===== src/rtl/nic_endpoint.sv =====
// Processor-side NIC for the four-node gold ring: one-deep input and output
// packet buffers behind a four-register processor bus, send/ready handshake to the router.
module nic_endpoint (
    input  logic        clk,
    input  logic        reset,
    input  logic [1:0]  addr,
    input  logic [0:63] d_in,
    output logic [0:63] d_out,
    input  logic        nicEn,
    input  logic        nicWrEn,
    output logic        net_so,
    input  logic        net_ro,
    output logic [0:63] net_do,
    input  logic        net_polarity,
    input  logic        net_si,
    output logic        net_ri,
    input  logic [0:63] net_di
);

    logic [0:63] r_in_buf;
    logic        r_in_full;
    logic [0:63] r_out_buf;
    logic        r_out_full;

    logic w_rd;
    logic w_wr;
    logic w_rd_in_buf;
    logic w_wr_out_buf;
    logic w_recv;

    assign w_rd         = nicEn & ~nicWrEn;
    assign w_wr         = nicEn & nicWrEn;
    assign w_rd_in_buf  = w_rd & (addr == 2'b00);
    assign w_wr_out_buf = w_wr & (addr == 2'b10);

    assign net_ri = ~r_in_full;
    assign net_do = r_out_buf;
    // Only the VC bit is interpreted; the packet waits for the matching router phase.
    assign net_so = r_out_full & net_ro & (r_out_buf[0] == net_polarity);
    assign w_recv = net_si & ~r_in_full;

    always_comb begin
        d_out = '0;
        if (w_rd) begin
            case (addr)
                2'b00:   d_out = r_in_buf;
                2'b01:   d_out = {63'b0, r_in_full};
                2'b11:   d_out = {63'b0, r_out_full};
                default: d_out = '0;
            endcase
        end
    end

    always_ff @(posedge clk or posedge reset) begin
        if (reset) begin
            r_in_buf   <= '0;
            r_in_full  <= 1'b0;
            r_out_buf  <= '0;
            r_out_full <= 1'b0;
        end else begin
            // A receive can only coincide with a read on an empty slot, so it wins.
            if (w_recv) begin
                r_in_buf  <= net_di;
                r_in_full <= 1'b1;
            end else if (w_rd_in_buf && r_in_full) begin
                r_in_full <= 1'b0;
            end

            // A send implies the slot was full, so a concurrent write is dropped.
            if (net_so) begin
                r_out_full <= 1'b0;
            end else if (w_wr_out_buf && !r_out_full) begin
                r_out_buf  <= d_in;
                r_out_full <= 1'b1;
            end
        end
    end

endmodule


===== config.mk =====
export PLATFORM = sky130hd
export DESIGN_NAME = nic_endpoint
export DESIGN_NICKNAME = d
export VERILOG_FILES = /design/src/rtl/nic_endpoint.sv
export SDC_FILE = /design/constraint.sdc
export NUM_CORES = 1
export LEC_CHECK = 0
export BUFFER_PORTS_ARGS = -buffer_cell sky130_fd_sc_hd__buf_2
export CAP_MARGIN = 10
export CORE_MARGIN = 1.5
export CORE_UTILIZATION = 30
export CTS_BUF_LIST = sky130_fd_sc_hd__clkbuf_8
export DETAILED_ROUTE_END_ITERATION = 16
export GPL_TIMING_DRIVEN = 0
export PLACE_DENSITY = 0.57
export SLEW_MARGIN = 20
export SYNTH_ARGS = -nofsm -noshare
export SYNTH_HDL_FRONTEND = slang
export SYNTH_SLANG_ARGS = --single-unit

===== constraint.sdc =====
create_clock -name clk -period 4.1 [get_ports clk]
set_clock_uncertainty 0.1 [all_clocks]
set_input_delay 0.41 -clock clk [delete_from_list [all_inputs] [get_ports clk]]
set_output_delay 0.41 -clock clk [all_outputs]
set_load 0.005 [all_outputs]

==> results.sh <==
export IMPL_clockPowerShare=0.238
export IMPL_rrSetupSlack_ns=2.36
export IMPL_clk_latency_ns=0.42
export IMPL_fp_dieArea_um2=18660
export IMPL_overflow=0
export IMPL_seqCellArea_um2=3253
export IMPL_diodes=0
export IMPL_areaGrowthSynthToFinish_pct=38.27
export IMPL_drt_initial_drc_count=100
export IMPL_cts_setup_buffers=0
export IMPL_dp_cells=847
export IMPL_clk_path_buf_depth=2
export IMPL_switchingPower_mw=1.285
export IMPL_vias=3790
export IMPL_syn_cell_area_um2=5355
export IMPL_syn_inst=355
export IMPL_grt_setup_unrepaired="no"
export IMPL_nFillCells=1651
export IMPL_power_leakage_nw=3.771
export IMPL_dpl_hpwl_mm=9.741
export IMPL_globalplace_congestion=0.7265
export IMPL_period_share=0.5853
export IMPL_hold_viol_final=8
export IMPL_grt_pass1_wl_mm=19.64
export IMPL_slowest_delay_ns=0.64
export IMPL_drtPass1Iterations=4
export IMPL_setup_viol=0
export IMPL_yosysWarnings=0
export IMPL_outcome="finished with violations"
export IMPL_cts_tree="yes"
export IMPL_crit_type="in2out"
export IMPL_grt_max_degree=80
export IMPL_final_common_cell="buf_2"
export IMPL_die_w_um=136.6
export IMPL_hold_class="in2async"
export IMPL_ys_types=20
export IMPL_ir_drop_mv=0.2632
export IMPL_critPathSlowestCell="nor4b_4"
export IMPL_grt_usage=0.1376
export IMPL_endpoint_kind="output port"
export IMPL_start_kind="input port"
export IMPL_io_pins=267
export IMPL_cp_max_fo=10
export IMPL_initial_core_util=0.3085
export IMPL_relSlewSlack=0.5156
export IMPL_post_dp_cell_area_um2=7000
export IMPL_routed_via_density=4.317
export IMPL_row_count=48
export IMPL_antenna_found_initial=0
export IMPL_cp_arrival_ns=1.89
export IMPL_seq_power_share=0.476
export IMPL_ctsHoldBuffers=0
export IMPL_synth_fp_nets=492
export IMPL_htreeDepth=4
export IMPL_route_final_wire_length_mm=12.61
export IMPL_drtAntennaViolNets=0
export IMPL_p_total_mw=4.687
export IMPL_slew_viol_final=0
export IMPL_numClockSinks=130
export IMPL_io_buffer_count=266
export IMPL_final_layout_size_suffix_gt1_frac=0.6417
export IMPL_worstPathRequired_ns=3.59
export IMPL_multi_input_area_um2=1966
export IMPL_swShare=0.2742
export IMPL_layout_nets=778
export IMPL_die_height_um=136.6
export IMPL_cts_buffers=17
export IMPL_routedWlPerCell_um=14.36
export IMPL_path_cells="buf_2, nor4b_4, clkbuf_1, and2_1, buf_2"
export IMPL_cts_resized_gates=0
export IMPL_p_int_mw=3.402
export IMPL_tightest_slew_ns=0.7266
export IMPL_fin_area_um2=7405
export IMPL_drc_errors=0
export IMPL_timing_fmax_mhz=416.7
export IMPL_path_common_cell="buf_2"
export IMPL_coreArea_um2=17360
export IMPL_post_route_util=0.4266
export IMPL_violations="hold timing"
export IMPL_cts_root_buf="clkbuf_8"
export IMPL_hold_slack_ns=-0.01535
export IMPL_ys_ff_latch=130
export IMPL_cap_violations=0
export IMPL_combPwrFrac=0.286
export IMPL_powerDensity_nw_per_um2=633.0
export IMPL_final_cells=878
export IMPL_syn_avg_cell_area_um2=15.08
export IMPL_grt_pass1_vias=4004
export IMPL_yosysSeqAreaShare=0.6075
export IMPL_clkTransAtPathRegs_ns=0.08
export IMPL_final_cell_mix="buf_2, dfrtp_1, mux2_2"
export IMPL_finalCriticalPeriod_ns=2.400
## logic make-up after synthesis
| group | after synthesis | share of synthesized area |
|---|---|---|
| mux | 129 | 0.2710 |
| compound gates | 3 | 0.003270 |
| simple gates | 70 | 0.09112 |
| xor+xnor | 1 | 0.001636 |
| flops | 130 | 0.6075 |
| buf+inv | 22 | 0.02547 |
## final timing paths
| check | start | to | cells past startpoint |
|---|---|---|---|
| worst max-delay path | addr[1] | d_out[56] | 5 |
| worst min register to register | net_do[61]$_DFFE_PP0P_ | net_do[61]$_DFFE_PP0P_ | 1 |
| max in group asynchronous | reset | r_in_buf[18]$_DFFE_PP0P_ | 3 |
| worst min-delay path | reset | net_do[7]$_DFFE_PP0P_ | 2 |
| worst max register to register | r_in_full$_DFFE_PP0P_ | r_in_buf[58]$_DFFE_PP0P_ | 4 |
| min in group clk | d_in[63] | net_do[63]$_DFFE_PP0P_ | 2 |
## power by group through the flow
| stage | Sequential (mW) | Clock (mW) | Combinational (mW) |
|---|---|---|---|
| global placement | 2.22 | 0 | 1.33 |
| floorplan | 2.24 | 0 | 0.769 |
| CTS | 2.24 | 1.16 | 1.38 |
| global route | 2.32 | 1.22 | 1.48 |
| finish | 2.23 | 1.11 | 1.34 |
| detailed placement | 2.25 | 0 | 1.38 |
## synthesized netlist by cell type
library cell	n	area share
buf_2	7	0.0065
buf_6	6	0.013
clkbuf_1	6	0.0042
inv_1	3	0.0021
mux2_1	21	0.044
a21oi_1	1	0.00093
nor2b_1	1	0.0012
mux2i_1	1	0.0019
o21bai_1	1	0.0014
nor2_8	1	0.0037
and3_1	1	0.0012
nand4b_4	1	0.0044
and3b_1	1	0.0016
o21ai_0	1	0.00093
dfrtp_1	130	0.61
and2_1	63	0.074
nand3_1	1	0.00093
xnor2_1	1	0.0016
mux2_2	107	0.23
nor4b_4	1	0.0044
## flip-flops by register name, summed over array words and instances, names as in the netlist
| signal | flops |
|---|---|
| r_in_full | 1 |
| net_do | 64 |
| r_in_buf | 64 |
| r_out_full | 1 |
## critical path, delay by kind of cell
family	cells	cell delay [ns]
buffers and inverters	3	0.63
AND/OR/NAND/NOR	2	0.83
## area by class of cell
cell class,instances,area share
clock inverters,12,0.01926
plain buffers,19,0.01690
multi-input cells,203,0.2655
inverters,3,0.002197
clock buffers,19,0.03532
flip-flops and latches,130,0.4393
well taps,225,0.03802
repair buffers,267,0.1835
## layer usage
| metal | vias to the layer above | GRT usage | routed length [um] |
|---|---|---|---|
| met3 | 16 | 0.05704 | 1169 |
| met2 | 164 | 0.2351 | 6314 |
| met4 | 0 | 0.05201 | 195 |
| li1 | 1788 | - | - |
| met1 | 1822 | 0.1524 | 4929 |
| met5 | - | 0 | 0 |
## through the flow
stage	TNS (ns)	setup WS [ns]	hold WS (ns)
finish	0	1.700	-0.01535
detailed placement	0	1.566	0.3692
CTS	0	1.565	0.001212
global placement	-153.31	-1.191	0.3679
floorplan	0	0.1207	0.3720
global route	0	1.505	0.01892
Power figures use the tool's default switching activity.
